File: src/rtl/shift_tx_scheduler.sv
// Round-robin sequencer feeding an 8-bit LSB-first parallel-load shift register.
// Grants one requester per frame, pulses load, counts 8 shifts and marks valid serial bits.
module shift_tx_scheduler #(
    parameter int unsigned NREQ  = 2,
    parameter int unsigned OWN_W = 3
) (
    input  logic              clk,
    input  logic              rst,
    input  logic [NREQ-1:0]   req,
    input  logic [8*NREQ-1:0] req_data,
    output logic [NREQ-1:0]   ack,
    output logic              sr_load,
    output logic [7:0]        sr_data,
    output logic              bit_valid,
    output logic [2:0]        bit_idx,
    output logic [OWN_W-1:0]  owner,
    output logic              busy,
    output logic              done
);

    localparam int unsigned CNT_W = 3;
    localparam int unsigned BYTE_W = 8;
    localparam logic [CNT_W-1:0] CNT_LAST = 3'd7;

    localparam logic [1:0] S_IDLE  = 2'd0;
    localparam logic [1:0] S_LOAD  = 2'd1;
    localparam logic [1:0] S_SHIFT = 2'd2;
    localparam logic [1:0] S_LAST  = 2'd3;

    logic [1:0]        state_q,     state_d;
    logic [CNT_W-1:0]  count_q,     count_d;
    logic [OWN_W-1:0]  ptr_q,       ptr_d;
    logic [OWN_W-1:0]  owner_q,     owner_d;
    logic [BYTE_W-1:0] sr_data_q,   sr_data_d;
    logic [NREQ-1:0]   ack_q,       ack_d;
    logic              sr_load_q,   sr_load_d;
    logic              bit_valid_q, bit_valid_d;
    logic [2:0]        bit_idx_q,   bit_idx_d;
    logic              busy_q,      busy_d;
    logic              done_q,      done_d;

    logic              hi_vld_c;
    logic [OWN_W-1:0]  hi_idx_c;
    logic              any_req_c;
    logic [OWN_W-1:0]  lo_idx_c;
    logic [OWN_W-1:0]  grant_idx_c;
    logic [NREQ-1:0]   grant_oh_c;
    logic [BYTE_W-1:0] grant_data_c;
    logic              arb_c;

    // Round-robin search: lowest asserted index at or above ptr, else lowest overall (wrap).
    always_comb begin
        hi_vld_c  = 1'b0;
        hi_idx_c  = '0;
        any_req_c = 1'b0;
        lo_idx_c  = '0;
        for (int i = int'(NREQ) - 1; i >= 0; i--) begin
            if (req[i] && (OWN_W'(i) >= ptr_q)) begin
                hi_vld_c = 1'b1;
                hi_idx_c = OWN_W'(i);
            end
            if (req[i]) begin
                any_req_c = 1'b1;
                lo_idx_c  = OWN_W'(i);
            end
        end
        grant_idx_c = hi_vld_c ? hi_idx_c : lo_idx_c;
    end

    // One-hot grant and byte mux for the chosen requester.
    always_comb begin
        grant_oh_c   = '0;
        grant_data_c = '0;
        for (int i = 0; i < int'(NREQ); i++) begin
            if (grant_idx_c == OWN_W'(i)) begin
                grant_oh_c[i] = 1'b1;
                grant_data_c  = req_data[BYTE_W*i +: BYTE_W];
            end
        end
    end

    // Next-state and registered-output logic.
    always_comb begin
        state_d   = state_q;
        count_d   = count_q;
        ptr_d     = ptr_q;
        owner_d   = owner_q;
        sr_data_d = sr_data_q;
        ack_d     = '0;
        arb_c     = 1'b0;

        case (state_q)
            S_IDLE: begin
                arb_c = 1'b1;
            end
            S_LOAD: begin
                state_d = S_SHIFT;
                count_d = '0;
            end
            S_SHIFT: begin
                if (count_q == CNT_LAST) begin
                    state_d = S_LAST;
                end else begin
                    count_d = count_q + CNT_W'(1);
                end
            end
            S_LAST: begin
                arb_c = 1'b1;
            end
            default: begin
                state_d = S_IDLE;
                count_d = '0;
            end
        endcase

        if (arb_c) begin
            if (any_req_c) begin
                state_d   = S_LOAD;
                count_d   = '0;
                ack_d     = grant_oh_c;
                owner_d   = grant_idx_c;
                sr_data_d = grant_data_c;
                ptr_d     = (grant_idx_c == OWN_W'(NREQ - 1)) ? '0
                                                              : grant_idx_c + OWN_W'(1);
            end else begin
                state_d = S_IDLE;
                count_d = '0;
            end
        end

        sr_load_d   = (state_d == S_LOAD);
        busy_d      = (state_d != S_IDLE);
        done_d      = (state_d == S_LAST);
        bit_valid_d = 1'b0;
        bit_idx_d   = '0;
        // Serial output lags the count by one: first SHIFT cycle is still high-Z.
        if (state_d == S_LAST) begin
            bit_valid_d = 1'b1;
            bit_idx_d   = 3'd7;
        end else if ((state_d == S_SHIFT) && (count_d != '0)) begin
            bit_valid_d = 1'b1;
            bit_idx_d   = 3'(count_d - CNT_W'(1));
        end
    end

    always_ff @(posedge clk) begin
        if (!rst) begin
            state_q     <= S_IDLE;
            count_q     <= '0;
            ptr_q       <= '0;
            owner_q     <= '0;
            sr_data_q   <= '0;
            ack_q       <= '0;
            sr_load_q   <= 1'b0;
            bit_valid_q <= 1'b0;
            bit_idx_q   <= '0;
            busy_q      <= 1'b0;
            done_q      <= 1'b0;
        end else begin
            state_q     <= state_d;
            count_q     <= count_d;
            ptr_q       <= ptr_d;
            owner_q     <= owner_d;
            sr_data_q   <= sr_data_d;
            ack_q       <= ack_d;
            sr_load_q   <= sr_load_d;
            bit_valid_q <= bit_valid_d;
            bit_idx_q   <= bit_idx_d;
            busy_q      <= busy_d;
            done_q      <= done_d;
        end
    end

    assign ack       = ack_q;
    assign sr_load   = sr_load_q;
    assign sr_data   = sr_data_q;
    assign bit_valid = bit_valid_q;
    assign bit_idx   = bit_idx_q;
    assign owner     = owner_q;
    assign busy      = busy_q;
    assign done      = done_q;

endmodule
File: config.mk
export PLATFORM = sky130hd
export DESIGN_NAME = shift_tx_scheduler
export DESIGN_NICKNAME = d
export VERILOG_FILES = /design/src/rtl/shift_tx_scheduler.sv
export SDC_FILE = /design/constraint.sdc
export NUM_CORES = 1
export LEC_CHECK = 0
export ABC_AREA = 1
export BUFFER_PORTS_ARGS = -buffer_cell sky130_fd_sc_hd__clkbuf_2
export CAP_MARGIN = 20
export CORE_MARGIN = 5
export CORE_UTILIZATION = 50
export CTS_CLUSTER_DIAMETER = 200
export DETAILED_ROUTE_END_ITERATION = 16
export GPL_TIMING_DRIVEN = 0
export PLACE_DENSITY_LB_ADDON = 0.12
export SLEW_MARGIN = 20
export SYNTH_ARGS = -nofsm -noshare
export SYNTH_HDL_FRONTEND = slang
export SYNTH_SLANG_ARGS = --single-unit
File: constraint.sdc
create_clock -name clk -period 3.55 [get_ports clk]
set_input_delay 0 -clock clk [delete_from_list [all_inputs] [get_ports clk]]
set_output_delay 0 -clock clk [all_outputs]
set_load 0.01 [all_outputs]
# == Yosys cells after proc, flatten, opt, wreduce, memory -nomap -nowiden ==
# Cells that the tools add are included.
# totals
register_bits,28
inputBits,20
output_inout_bits,20
wordCells,60
# op_classes
addsub,3
n_lt_le_gt_ge,2
eq_ne,8
mux,26
reduce_logical,10
# op_table
cell,count
2-to-1 mux 3 bit,8
2-to-1 mux 8 bit,2
2-to-1 mux 1 bit,12
"equality test 2 bit, second input constant",4
"adder 3 x 1 -> 3 bit, second input constant",2
"greater-or-equal comparator 1 x 3 -> 1 bit, first input constant",2
one-hot mux 3 bit (2 select lines),1
"equality test 2 x 1 -> 1 bit, second input constant",2
2-to-1 mux 2 bit,2
one-hot mux 2 bit (2 select lines),1
"equality test 3 x 1 -> 1 bit, second input constant",1
"equality test 3 bit, second input constant",1
logical AND 1 bit,3
zero test 3 bit,1
AND reduction 3 bit,1
nonzero test 3 bit,1
"subtractor 3 x 1 -> 3 bit, second input constant",1
zero test 2 bit,1
AND reduction 2 bit,1
nonzero test 2 bit,1
OR reduction 2 bit,1

# == Logic depth before layout (Yosys ltp) ==
# Gate-level depths: netlist (run 1).
# depth
ltp_word,8
depth_mapped,11
ltp_nobuf,11

# == Least setup slack after synthesis (run 1) ==
# Ideal clock, no wire load.
# synth_path
kind,register -> register
from,register state_q[0]
to,"register bit_idx_q[2], in the netlist bit_idx[2]"
setup_ns,0.119
arrival_ns,1.579
path_slack_ns,1.853
stages_incl_launch_ff,10
n_path_buf,0
path_cell_list,dfxtp_1 > inv_1 > ha_1 > nor2_2 > nand3_1 > ha_1 > a21oi_1 > nor2_1 > nand3_1 > nand2_1
# synth_between
elab_chain_cells,8
elab_cells_between_ends,18
cone_classes,1 x add/sub; 5 x eq/ne; 8 x mux; 4 x reduce/logical
# synth_lines
item,line,rtl
start: declaration,30,"logic [1:0] state_q, state_d;"
start signal: assignment,160,state_q <= state_d;
"parallel branches: the longest is 7 deep, another holds subtractor 3 x 1 -> 3 bit",-,
2-to-1 mux 3 bit (*),137,if (state_d == S_LAST) begin
end signal: assignment,168,bit_idx_q <= bit_idx_d;
end: declaration,38,"logic [2:0] bit_idx_q, bit_idx_d;"
# Every way passes the cells marked *.
# A chain may end at the register's enable or synchronous reset.

# == Final worst setup path (run 1) ==
# layout_path
from,register state_q[0]
to,"register sr_data_q[0], in the netlist sr_data[0]"
# layout_between
elab_chain_cells,4
elab_cells_between_ends,5
cone_classes,1 x eq/ne; 1 x mux; 3 x reduce/logical
# layout_lines
item,line,rtl
equality test 2 bit / zero test 2 bit (equally long branches),92,case (state_q)
OR reduction 2 bit (no source line) (*),-,
2-to-1 mux 1 bit (*),92,
AND reduction 2 bit (no source line) (*),-,
end signal: assignment,164,sr_data_q <= sr_data_d;
end: declaration,34,"logic [BYTE_W-1:0] sr_data_q, sr_data_d;"
# Mark *: on every way between the ends. The rest lies on a longest branch, timed or not.

==> run_results.csv, run 1 <==
group,metric,value,unit
timing,fin_worst_skew,0.00502,ns
placement,gp_congestion,0.707,
final_layout,drive_gt1_share,26.9,%
yosys,synth_xor_area_share,0,%
power,ir_worst_vdd,0.000443,V
timing,finalHoldViolations,0,
die,start_util,52.0,%
setup_path,path_max_fanout,7,
routing,dr.pass1.iters,4,
timing,period_share,57.5,%
final_layout,fillers,172,
routing,wl,2500,um
power,finalPower,0.000842,W
die,row_count,16,
global_route,antenna_found_initial,0,
die,die-area,3040,um2
timing,clock.fmax,490,MHz
placement,dp_hpwl,1700,um
yosys,synth_top_family_by_area,"simple AND/OR/NAND/NOR gates",
power,comb_power_share,36.1,%
clocking,path_clk_slew,0.13,ns
setup_path,cp.arrival,2.31,ns
final_layout,final_nets,217,
die,dieHeight,55.2,um
yosys,synthCells,135,
setup_path,r2r_slack,1.51,ns
yosys,yosys_warnings,0,
setup_path,rr_endpoint,"sr_data[0]$_SDFFE_PN0P_",
power,leakage,0.787,nW
clocking,cts_max_level,1,
worst_hold_path,hold_path.class,"in2reg",
setup_path,cp-end-kind,"flip-flop",
yosys,syn_area,1020,um2
routing,vias,1058,
global_route,grt_max_degree,15,
yosys,postSynthAreaPerCell,7.55,um2
die,die_w,55.2,um
final_layout,area.growth.synth_to_final,42.7,%
die,core,1960,um2
die,ios,40,
setup_path,crit_slowest_cell,"dlygate4sd3_1",
yosys,synth_simple_gate_area_share,33.9,%
setup_path,cp_cell_sequence,"inv_1 > ha_1 > o21ai_2 > nor2_4 > nand2_1 > nand3_1 > dlygate4sd3_1 > nand2_1 > inv_1",
yosys,synth_cell_types,21,
yosys,synth_fa_ha_area_share,3.68,%
clocking,clockRootBuffer,"clkbuf_4",
routing,drc,0,
yosys,yosysSeqAreaShare,47.1,%
global_route,grt_pass1_vias,1049,
timing,maxSlewViolCount,0,
power,p_per_area,579,nW/um2
setup_path,cpPeakStageDelay,0.55,ns
timing,rsz0062_at_grt,"false",
routing,detail_route.vias_per_cell,4.81,
global_route,grt.overflow.total,0,
setup_path,crit_required,3.82,ns
setup_path,start_kind,"flip-flop",
power,p_sw,0.000277,W
yosys,synth_compound_area_share,6.13,%
yosys,muxShareOfSynthArea,0,%
placement,io_buffers,37,
setup_path,worstSetupPathType,"reg2reg",
routing,ant_nets,0,
yosys,ys_ff_latch,24,
status,status,"finished, final reports clean",
final_layout,antenna_cells,0,
power,pwr-share-clk,23.5,%
setup_path,setup.worst_path.end,"sr_data[0]$_SDFFE_PN0P_",
routing,drt_iter0_drc,26,
clocking,clock_sinks,24,
timing,setup-tns-final,0,ns
global_route,track_usage,18.7,%
clocking,clock_path_buffers,2,
flow_run,cap_violations,0,
timing,fin_crit,2.04,ns
clocking,insertion_delay,0.32,ns
clocking,cts_buffers,3,
global_route,grt_pass1_wl,4060,um
setup_path,reg2reg_depth,9,
routing,wl_per_cell,11.4,um
power,seqPwrFrac,40.4,%
setup_path,worstReg2RegStart,"state_q[0]$_SDFF_PN0_",
power,power.internal,0.000565,W
clocking,cts_tree,"done",
timing,setup-violations-final,0,
setup_path,cp-startpoint,"state_q[0]$_SDFF_PN0_",
power,sw_frac_of_total,32.9,%
==> layer usage <==
layer / global-route usage, % / vias up / wire length, um
met4: 5.67 / 0 / 29
met3: 4.02 / 4 / 149
met1: 18.3 / 478 / 933
li1: - / 541 / -
met5: 0 / - / 0
met2: 38.0 / 35 / 1380
==> flip-flops by register name, summed over array words and instances (netlist names) <==
signal,cells
bit_idx,3
ack,2
ptr_q,1
sr_data,8
owner,1
done,1
busy,1
sr_load,1
count_q,3
state_q,2
bit_valid,1
==> worst min-delay path by stage <==
stage / slack [ns] / cells past startpoint / from / end
2_1_floorplan: 0.11 / 2 / req_data[12] / sr_data[4]$_SDFFE_PN0P_
3_3_place_gp: 0.20 / 3 / req_data[13] / sr_data[5]$_SDFFE_PN0P_
3_5_place_dp: 0.20 / 3 / req_data[13] / sr_data[5]$_SDFFE_PN0P_
4_1_cts: 0.03 / 5 / rst / bit_idx[2]$_SDFF_PN0_
5_1_grt: 0.07 / 5 / rst / bit_idx[2]$_SDFF_PN0_
6_report: 0.03 / 5 / rst / bit_idx[2]$_SDFF_PN0_
==> worst max-delay path, delay by kind of cell (launching register included) <==
kind	cells	cell delay, ns
buffers and inverters	3	0.66
AND/OR/NAND/NOR	4	0.39
adder cells (fa/ha/maj)	1	0.42
AO/OA/AOI/OAI	1	0.19
flip-flops	1	0.34
==> layout by cell type (no fill, tap or decap), types with 3 or more instances in the layout <==
cell,Yosys,routed
a21oi_1,7,7
clkbuf_2,0,37
clkbuf_4,0,3
dfxtp_1,24,24
dlygate4sd3_1,0,16
ha_1,3,3
inv_1,15,15
nand2_1,42,42
nand3_1,17,17
nor2_1,9,9
==> kinds of logic after synthesis <==
logic type,after synthesis
flops,24
buf+inv,20
simple gates,76
other cells,1
fa+ha+maj,3
compound gates,11
==> cell usage after synthesis <==
cell / number / area share (%)
nand3_2: 2 / 2.0
nand2_1: 42 / 15
dfxtp_1: 24 / 47
clkbuf_1: 2 / 0.74
nor2_1: 9 / 3.3
conb_1: 1 / 0.37
ha_1: 3 / 3.7
o21ai_2: 1 / 0.86
nor2_4: 2 / 2.2
o21ai_0: 1 / 0.49
inv_1: 15 / 5.5
buf_4: 2 / 1.5
nand3_1: 17 / 8.3
nand2_2: 1 / 0.61
a21oi_1: 7 / 3.4
buf_6: 1 / 1.1
a21oi_2: 1 / 0.86
nand3b_1: 1 / 0.74
nor2_2: 1 / 0.61
nand4_1: 1 / 0.61
o21ai_1: 1 / 0.49
==> power groups by stage <==
stage	Combinational, W	Clock, W	Sequential [W]
after CTS	0.000301	0.000199	0.000339
final	0.000304	0.000198	0.000340
after global routing	0.000341	0.000210	0.000344
after floorplan	0.000158	0	0.000362
after global placement	0.000255	0	0.000343
after detailed placement	0.000262	0	0.000345
==> timing repair <==
action	4_1_cts	5_1_grt
setup buffers	0	0
hold endpoints to repair	8	0
setup endpoints to repair	0	0
gates resized for setup	0	0
hold buffers	16	0
==> final cells by class <==
cell class	instances	area [um2]	share of cell area (%)
Sequential cell	24	480	33.0
Tap cell	27	33.8	2.32
Clock buffer	3	22.5	1.55
Multi-Input combinational cell	92	453	31.1
Timing Repair Buffer	53	345	23.7
Inverter	15	56.3	3.87
Buffer	5	33.8	2.32
Clock inverter	1	30.0	2.06
==> through the flow <==
| stage | instance area, um2 | setup slack [ns] | hold slack (ns) | std cells | util (%) |
|---|---|---|---|---|---|
| global placement | 1240 | 1.70 | 0.200 | 200 | 63.3 |
| floorplan | 1020 | 1.85 | 0.110 | 136 | - |
| CTS | 1460 | 1.52 | 0.0311 | 220 | 74.2 |
| global route | 1460 | 1.35 | 0.0652 | 220 | 74.2 |
| detailed placement | 1240 | 1.64 | 0.204 | 200 | 63.3 |
| finish | 1460 | 1.51 | 0.0316 | 220 | 74.2 |
(Power assumes the default switching activity.)
==> inputs of run 2 (changes only) <==
--- a/config.mk
+++ b/config.mk
@@ -9,7 +9,7 @@
 export BUFFER_PORTS_ARGS = -buffer_cell sky130_fd_sc_hd__clkbuf_2
 export CAP_MARGIN = 20
 export CORE_MARGIN = 5
-export CORE_UTILIZATION = 50
+export CORE_UTILIZATION = 42
 export CTS_CLUSTER_DIAMETER = 200
 export DETAILED_ROUTE_END_ITERATION = 16
 export GPL_TIMING_DRIVEN = 0
==> constraint.sdc (replaced) <==
create_clock -name clk -period 1.85 [get_ports clk]
set_input_delay 0 -clock clk [delete_from_list [all_inputs] [get_ports clk]]
set_output_delay 0 -clock clk [all_outputs]
set_load 0.01 [all_outputs]
==> run 2 against run 1 <==
First-iteration DRC count up 23%; total power is 75% higher; final cell count grew 0.45%; sequential share of layout area rose by 0.11 points; clock skew shrank 0.0040 ns; utilization fell by 9.9 points; die area grew 15%; critical path depth rose by 1; non-clock buffer count stayed put; critical path type unchanged; highest routed layer unchanged.
==> run_results.csv, run 2 (synthesis results as in run 1) <==
group,metric,value,unit
status,status,"finished, final reports clean",
placement,dp_hpwl,1810,um
routing,wl_per_cell,11.0,um
timing,fin_crit,1.66,ns
clocking,clock_path_buffers,2,
global_route,grt_pass1_vias,950,
power,ir_worst_vdd,0.000541,V
die,row_count,17,
timing,whs,0.00742,ns
timing,fin_worst_skew,0.00100,ns
clocking,clockRootBuffer,"clkbuf_4",
timing,maxSlewViolCount,0,
global_route,grt_max_degree,14,
placement,io_buffers,37,
global_route,grt.overflow.total,0,
routing,detail_route.vias_per_cell,4.72,
final_layout,multi_input_area,465,um2
clocking,cts_max_level,1,
timing,clock.fmax,602,MHz
timing,finalHoldViolations,0,
die,die_w,59.3,um
power,p_per_area,1020,nW/um2
clocking,path_clk_slew,0.13,ns
final_layout,seqCellArea,480,um2
die,start_util,45.2,%
routing,wl,2430,um
global_route,track_usage,14.4,%
power,leakage,0.771,nW
routing,drc,0,
die,dieHeight,59.3,um
setup_path,cp.arrival,1.92,ns
setup_path,r2r_slack,0.19,ns
placement,dp.cells,201,
clocking,insertion_delay,0.31,ns
routing,drt_iter0_drc,32,
setup_path,cp-end-kind,"flip-flop",
clocking,cts_tree,"done",
timing,setup-violations-final,0,
final_layout,final_common_cell,"nand2_1",
die,ios,40,
flow_run,cap_violations,0,
setup_path,crit_required,2.11,ns
timing,rsz0062_at_grt,"false",
die,die-area,3510,um2
placement,gp_congestion,0.695,
setup_path,start_kind,"flip-flop",
routing,dr.pass1.iters,5,
final_layout,drive_gt1_share,28.5,%
final_layout,largest_reg_flops,8,
timing,period_share,89.8,%
clocking,cts_buffers,3,
setup_path,path_max_fanout,6,
die,core,2250,um2
final_layout,final_nets,217,
final_layout,most-common-layout-cells,"42 x nand2_1, 37 x clkbuf_2, 24 x dfxtp_1, 16 x nand3_1",
final_layout,fillers,197,
final_layout,stdcell_count,221,
global_route,antenna_found_initial,0,
final_layout,antenna_cells,0,
global_route,grt_pass1_wl,3850,um
setup_path,worstSetupPathType,"reg2reg",
routing,ant_nets,0,
worst_hold_path,hold_path.class,"in2reg",
routing,vias,1044,
clocking,clock_sinks,24,
final_layout,area.growth.synth_to_final,42.2,%
[run 2: changes by cell type in the layout (fill, tap and decap cells not counted)]
cell / change
ha_2: +1
bufinv_16: -1
buf_4: +1
nor2_2: -1
nand3_2: +1
dlygate4sd3_1: -1
clkbuf_8: +1
nand3_1: -1
nor2_4: +1
ha_1: -1
[run 2: final cells by class]
cell class,count,share of cell area [%]
flip-flops and latches,24,33.1
multi-input cells,92,32.1
repair buffers,53,23.6
inverters,15,3.88
clock buffers,4,2.50
well taps,28,2.42
plain buffers,5,2.33
[run 2: through the flow]
step | instance area (um2) | TNS (ns) | util [%] | worst slack [ns] | total power (W)
6_report | 1450 | 0 | 64.3 | 0.189 | 0.00147
5_1_grt | 1450 | 0 | 64.3 | 0.0615 | 0.00158
2_1_floorplan | 1020 | 0 | - | 0.153 | 0.000998
4_1_cts | 1440 | 0 | 63.8 | 0.0394 | 0.00148
3_5_place_dp | 1240 | -0.124 | 55.2 | -0.0896 | 0.00117
3_3_place_gp | 1240 | -0.0208 | 55.2 | -0.0208 | 0.00115
[run 2: path summary, 6_finish.rpt]
check | start | endpoint | depth (start not counted)
setup / recovery | state_q[0]$_SDFF_PN0_ | bit_idx[2]$_SDFF_PN0_ | 10
hold / removal | req_data[9] | sr_data[1]$_SDFFE_PN0P_ | 5
setup reg to reg | state_q[0]$_SDFF_PN0_ | bit_idx[2]$_SDFF_PN0_ | 10
hold reg to reg | sr_data[2]$_SDFFE_PN0P_ | sr_data[2]$_SDFFE_PN0P_ | 2
[run 2: critical path, stage by stage, from the launching register on]
cell	delay (ns)
dfxtp_1	0.33
inv_1	0.05
ha_2	0.34
nor2_4	0.14
nand3_2	0.14
ha_1	0.23
nand3_1	0.09
nand2_1	0.06
nor2_1	0.09
nand3_1	0.08
nand2_1	0.06
[run 2: where the power goes]
part           internal [W]  leakage (nW)  switching [W]
Combinational      0.000225         0.553       0.000323
Clock              0.000120        0.0210       0.000154
Sequential         0.000611         0.197      0.0000405
Total              0.000956         0.771       0.000518
[run 2: metal layers]
| layer | vias up | GRT usage (%) | part of all wire, % |
|---|---|---|---|
| met3 | 2 | 3.05 | 5.8 |
| met4 | 0 | 6.80 | 0.78 |
| met1 | 476 | 16.4 | 40 |
| met5 | - | 0 | 0 |
| met2 | 26 | 25.1 | 53 |
| li1 | 540 | - | - |
[run 2: repair_timing]
action | in CTS | in global routing
hold buffers | 15 | 0
setup endpoints to repair | 2 | 2
hold endpoints to repair | 8 | 0
pin swaps | 0 | 1
setup buffers | 0 | 1
resized for setup | 2 | 1
